==> src/rtl/tropang_pkg.sv <==
// Shared types and constants for the Tropical Angel NVRAM upload path.
package tropang_pkg;

  // Upload read sequencer states.
  typedef enum logic [1:0] {
    UP_IDLE    = 2'd0,
    UP_FETCH   = 2'd1,
    UP_DELIVER = 2'd2
  } up_state_t;

  // Byte returned for reads outside the saved region or after a failed fetch.
  localparam logic [7:0] FILL_BYTE = 8'hFF;

  // Select byte lane of a 16-bit memory word; lane 0 is the low byte.
  function automatic logic [7:0] pick_lane(input logic [15:0] word, input logic lane);
    return lane ? word[15:8] : word[7:0];
  endfunction

endpackage

==> src/rtl/toggle_req_port.sv <==
// Toggle request/acknowledge memory port: one req toggle per fetch, completion
// when the responder's ack parity matches, with a bounded wait for that ack.
module toggle_req_port #(
  parameter int            AW      = 16,
  parameter int            TW      = 10,
  parameter logic [TW-1:0] TIMEOUT = '1
) (
  input  logic          clk_sys,
  input  logic          reset,
  input  logic          start,
  input  logic          abort,
  input  logic [AW-1:0] addr,
  output logic          mem_req,
  input  logic          mem_ack,
  output logic [AW-1:0] mem_a,
  output logic          done,
  output logic          timed_out
);

  logic          busy;
  logic [TW-1:0] tmo_cnt;
  logic          ack_match;

  // The ack is same-domain, so it is compared combinationally.
  assign ack_match = (mem_ack == mem_req);
  assign done      = busy & ack_match;
  assign timed_out = busy & ~ack_match & (tmo_cnt == TIMEOUT);

  // Request toggle, address register and ack-wait counter; abort keeps the
  // req parity so an ack landing afterwards simply re-aligns the pair.
  always_ff @(posedge clk_sys) begin
    if (reset) begin
      mem_req <= 1'b0;
      mem_a   <= '0;
      busy    <= 1'b0;
      tmo_cnt <= '0;
    end else if (abort) begin
      busy <= 1'b0;
    end else if (start) begin
      mem_req <= ~mem_req;
      mem_a   <= addr;
      busy    <= 1'b1;
      tmo_cnt <= '0;
    end else if (busy) begin
      if (ack_match || (tmo_cnt == TIMEOUT)) begin
        busy <= 1'b0;
      end else begin
        tmo_cnt <= tmo_cnt + 1'b1;
      end
    end
  end

endmodule

==> src/rtl/tropang_nvram_upload.sv <==
// HPS upload reader for the hiscore/NVRAM region: serves byte reads from a
// one-word cache, fetching 16-bit words over a toggle handshake on a miss.
module tropang_nvram_upload
  import tropang_pkg::*;
#(
  parameter logic [7:0]  UPLOAD_INDEX = 8'd4,
  parameter logic [16:0] SIZE_BYTES   = 17'h00800,
  parameter logic [15:0] BASE_WORD    = 16'h0000,
  parameter logic [9:0]  TIMEOUT      = 10'd1023
) (
  input  logic        clk_sys,
  input  logic        reset,
  input  logic        ioctl_upload,
  input  logic [7:0]  ioctl_index,
  input  logic        ioctl_rd,
  input  logic [24:0] ioctl_addr,
  output logic [7:0]  ioctl_din,
  output logic        ioctl_wait,
  output logic        cpu_pause,
  output logic        mem_req,
  input  logic        mem_ack,
  output logic [15:0] mem_a,
  input  logic [15:0] mem_q,
  output logic        err
);

  up_state_t   state;
  logic        active;
  logic        out_of_range;
  logic [15:0] word_idx;
  logic [15:0] fetch_addr;
  logic        hit;
  logic        fetch_start;
  logic        fetch_abort;
  logic        fetch_done;
  logic        fetch_tmo;

  // Cache: data, tag and lane are plain data; only the valid bit is control.
  logic [15:0] cache_q;
  logic [15:0] cache_tag;
  logic        cache_vld;
  logic        lane;

  assign active       = ioctl_upload & (ioctl_index == UPLOAD_INDEX);
  assign out_of_range = (ioctl_addr >= {8'd0, SIZE_BYTES});
  assign word_idx     = ioctl_addr[16:1];
  assign fetch_addr   = BASE_WORD + word_idx;
  assign hit          = cache_vld & (cache_tag == word_idx);
  assign fetch_start  = (state == UP_IDLE) & active & ioctl_rd & ~out_of_range & ~hit;
  assign fetch_abort  = ~active;

  toggle_req_port #(
    .AW      (16),
    .TW      (10),
    .TIMEOUT (TIMEOUT)
  ) u_port (
    .clk_sys   (clk_sys),
    .reset     (reset),
    .start     (fetch_start),
    .abort     (fetch_abort),
    .addr      (fetch_addr),
    .mem_req   (mem_req),
    .mem_ack   (mem_ack),
    .mem_a     (mem_a),
    .done      (fetch_done),
    .timed_out (fetch_tmo)
  );

  // Game core freeze follows the upload selection one cycle late.
  always_ff @(posedge clk_sys) begin
    if (reset) begin
      cpu_pause <= 1'b0;
    end else begin
      cpu_pause <= active;
    end
  end

  // Read sequencer: answer hits and out-of-range reads directly, otherwise
  // stall the HPS until the word arrives or the fetch times out.
  always_ff @(posedge clk_sys) begin
    if (reset) begin
      state      <= UP_IDLE;
      ioctl_wait <= 1'b0;
      ioctl_din  <= 8'd0;
      err        <= 1'b0;
      cache_vld  <= 1'b0;
    end else if (!active) begin
      state      <= UP_IDLE;
      ioctl_wait <= 1'b0;
      cache_vld  <= 1'b0;
    end else begin
      case (state)
        UP_IDLE: begin
          if (ioctl_rd) begin
            if (out_of_range) begin
              ioctl_din <= FILL_BYTE;
            end else if (hit) begin
              ioctl_din <= pick_lane(cache_q, ioctl_addr[0]);
            end else begin
              ioctl_wait <= 1'b1;
              cache_vld  <= 1'b0;
              state      <= UP_FETCH;
            end
          end
        end
        UP_FETCH: begin
          if (fetch_done) begin
            cache_vld <= 1'b1;
            state     <= UP_DELIVER;
          end else if (fetch_tmo) begin
            ioctl_din  <= FILL_BYTE;
            err        <= 1'b1;
            ioctl_wait <= 1'b0;
            state      <= UP_IDLE;
          end
        end
        UP_DELIVER: begin
          ioctl_din  <= pick_lane(cache_q, lane);
          ioctl_wait <= 1'b0;
          state      <= UP_IDLE;
        end
        default: begin
          state <= UP_IDLE;
        end
      endcase
    end
  end

  // Cache data path: tag and lane latch at fetch launch, word at ack.
  always_ff @(posedge clk_sys) begin
    if (fetch_start) begin
      cache_tag <= word_idx;
      lane      <= ioctl_addr[0];
    end
    if ((state == UP_FETCH) && fetch_done) begin
      cache_q <= mem_q;
    end
  end

endmodule

==> config.mk <==
export PLATFORM = sky130hd
export DESIGN_NAME = tropang_nvram_upload
export DESIGN_NICKNAME = d
export VERILOG_FILES = /design/src/rtl/tropang_pkg.sv /design/src/rtl/toggle_req_port.sv /design/src/rtl/tropang_nvram_upload.sv
export SDC_FILE = /design/constraint.sdc
export NUM_CORES = 1
export LEC_CHECK = 0
export BUFFER_PORTS_ARGS = -buffer_cell sky130_fd_sc_hd__buf_2
export CAP_MARGIN = 40
export CORE_MARGIN = 3
export CORE_UTILIZATION = 35
export DETAILED_ROUTE_END_ITERATION = 10
export SETUP_SLACK_MARGIN = 0.1
export SYNTH_ARGS = -nofsm -noshare
export SYNTH_HDL_FRONTEND = slang
export SYNTH_SLANG_ARGS = --single-unit
==> constraint.sdc <==
create_clock -name clk_sys -period 5.4 [get_ports clk_sys]
set_clock_uncertainty 0.2 [all_clocks]
set_input_delay 0.54 -clock clk_sys [delete_from_list [all_inputs] [get_ports clk_sys]]
set_output_delay 0.54 -clock clk_sys [all_outputs]
set_load 0.01 [all_outputs]
==> impl_metrics.tcl <==
set metrics [dict create \
    status "finished clean" \
    start_kind "flop" \
    multi_input_area_um2 1471 \
    setup_tns_ns 0 \
    synth.avg_cell_area_um2 11.90 \
    gp_congestion 0.7698 \
    layout_commonest_cell "buf_2" \
    period_needed_ns 2.528 \
    dp.cells 485 \
    route.detailed.drc 0 \
    hold_class "primary input to flop" \
    synth-edff-count 33 \
    wl_per_cell_um 13.93 \
    clk_path_buf_depth 2 \
    nNetsFinal 427 \
    io_pins 82 \
    postCtsHoldBufs 0 \
    regArea_um2 1832 \
    slew_headroom_pct 43.62 \
    endpoint_kind "flop" \
    switching_share_pct 23.14 \
    min_period_over_period_pct 46.81 \
    critPathMaxStageDelay_ns 0.52 \
    synth_top_flop_cell "dfxtp_1" \
    peakVddDrop_mv 0.1314 \
    die_area_um2 10870 \
    core_um2 9328 \
    ys_warn_count 0 \
    layout_common_cells "buf_2 (81), dfxtp_1 (42), edfxtp_1 (33)" \
    cp.required_ns 5.48 \
    antenna_found_initial 0 \
    max_freq_mhz 395.6 \
    synth-seq-area-share_pct 54.22 \
    cts_buffers 9 \
    wl_um 6977 \
    slew_viol_final 0 \
    cp_slowest_cell "o2111ai_4" \
    antenna_cells 0 \
    clock-sinks 75 \
    ant_nets 0 \
    fin_util_pct 43.55 \
    grt_pass1_wl_um 11820 \
    die_w_um 104.2 \
    ys_ff_latch 75 \
    p_int_w 0.0007852 \
    cap_violations 0 \
    seqPwrFrac_pct 57.8 \
    crit_path_cell_trace "xnor2_1 -> nand4_1 -> or3_4 -> o2111ai_4 -> nand2b_1 -> nor2_1" \
    grt-ovfl-total 0 \
    cp_data_arrival_time_ns 2.60 \
    power_leakage_nw 1.739 \
    drive_gt1_share_pct 30.91 \
    netlist_area_um2 3378 \
    rsz0062_at_grt "no" \
    dp.final_hpwl_um 5106 \
    powerDensity_nw_per_um2 251.5 \
    post_drt_via_cell_ratio 4.784 \
    syn_inst 284 \
    ctsResizeCount 0 \
    first_iter_violations 90 \
    post_cts.repair.setup_buffers 0 \
    hold_viol_final 0 \
    clk-insertion-delay-late_ns 0.35 \
    power_switching_w 0.0002364 \
    synth.distinct_cells 44 \
    grt_use_total_pct 13.60 \
    root_buffer "clkbuf_8" \
    crit_fanout 13 \
    cts_tree "built" \
    syn_nets 344 \
    pwr-share-clk_pct 37.4 \
    grt_pass1_vias 2424 \
    nFillCells 902 \
    crit_type "flop to flop" \
    syn_to_final_growth_pct 20.26 \
    fin_cells 501 \
    num_vias 2397 \
    clk_pin_slew_ns 0.08 \
    start_util_pct 36.22 \
    async_flop_share_pct 0 \
    num_rows 35 \
    worstMarginPinSlew_ns 0.8457 \
    cts.htree.levels 3 \
    die_y_um 104.2 \
    combPwrFrac_pct 4.8 \
    port_buffers 81 \
    setup_viol 0 \
    drtPass1Iterations 4 \
    grt_max_degree 33 \
]
-- stage by stage --
step           worst slack (ns)   power, W  cell area, um2  hold WS (ns)
4_1_cts                   2.824   0.001035            4063        0.1490
5_1_grt                   2.643   0.001068            4063        0.1351
2_1_floorplan             3.091  0.0006251            3378        0.2617
3_5_place_dp              2.487  0.0006533            3892        0.2373
6_report                  2.872   0.001022            4063        0.1633
3_3_place_gp              2.487  0.0006524            3892        0.2385
-- worst paths after layout --
| kind | from | endpoint | slack [ns] | depth (start not counted) |
|---|---|---|---|---|
| setup / recovery | cache_tag[0] | u_port.tmo_cnt[7] | 2.87 | 6 |
| setup reg to reg | cache_tag[0] | u_port.tmo_cnt[7] | 2.87 | 6 |
| hold / removal | mem_q[3] | cache_q[3] | 0.16 | 1 |
| hold reg to reg | err | err | 0.25 | 2 |
-- logic make-up (layout without fill, tap and decap cells) --
logic type | Yosys count | in the layout | synth area share (%)
compound gates | 32 | 32 | 8.037
xor+xnor | 27 | 27 | 7.000
fa+ha+maj | 6 | 6 | 2.222
buf+inv | 15 | 103 | 2.222
flops | 75 | 75 | 54.22
mux | 35 | 35 | 10.67
simple gates | 94 | 94 | 15.63
-- cell usage after synthesis, types with 2 or more instances --
cell type   n  area [um2]
nor2_1     27       101.4
ha_1        6       75.07
nand2_1     8       30.03
o2111ai_4   2       52.55
a21oi_1    12       60.06
mux2_2      8       90.09
xnor2_1    20       175.2
nand3_1     9       45.04
mux2i_1    27       270.3
inv_1       6       22.52
nand4_1     9       56.30
xor2_1      7       61.31
dfxtp_1    42       840.8
and2_1      6       37.54
clkbuf_1    6       22.52
nor2b_1     3       18.77
and4_1      4       35.03
nor4_1      4       25.02
edfxtp_1   33       991.0
a21o_1      2       15.01
nor3_1      2       10.01
nand2b_1   12       75.07
a211o_1     8       70.07
-- power by group through the flow --
stage / Sequential, W / Clock (W) / Combinational, W
6_report: 0.000591 / 0.000382 / 0.0000489
2_1_floorplan: 0.000604 / 0 / 0.0000211
4_1_cts: 0.000591 / 0.000395 / 0.0000496
5_1_grt: 0.000591 / 0.000423 / 0.0000549
3_3_place_gp: 0.000604 / 0 / 0.0000485
3_5_place_dp: 0.000604 / 0 / 0.0000494
-- final cells by class --
| cell class | count | area share (%) |
|---|---|---|
| multi-input combinational | 194 | 36.22 |
| tap | 129 | 3.973 |
| clock buffer | 11 | 3.234 |
| inverter | 6 | 0.5544 |
| sequential | 75 | 45.09 |
| timing repair buffer | 81 | 9.978 |
| clock inverter | 5 | 0.9547 |
-- layer usage --
metal	vias to the layer above	wire [um]	global-route usage [%]
li1	1191	-	-
met1	1125	3315	17.67
met2	68	3171	21.49
met3	13	363	3.538
met4	0	127	5.698
met5	-	0	0
-- critical path, delay by kind of cell, from the launching register on --
family          cells  cell delay, ns
xor+xnor            1            0.27
flops               1            0.38
simple gates        4            1.08
compound gates      1            0.52
-- state kept, by name, indices dropped and copies added (netlist names) --
signal          flops
err                 1
cpu_pause           1
u_port.busy         1
state               2
cache_vld           1
ioctl_wait          1
u_port.mem_a       16
cache_q            16
u_port.mem_req      1
u_port.tmo_cnt     10
cache_tag          16
ioctl_din           8
lane                1
(Power assumes the default switching activity.)
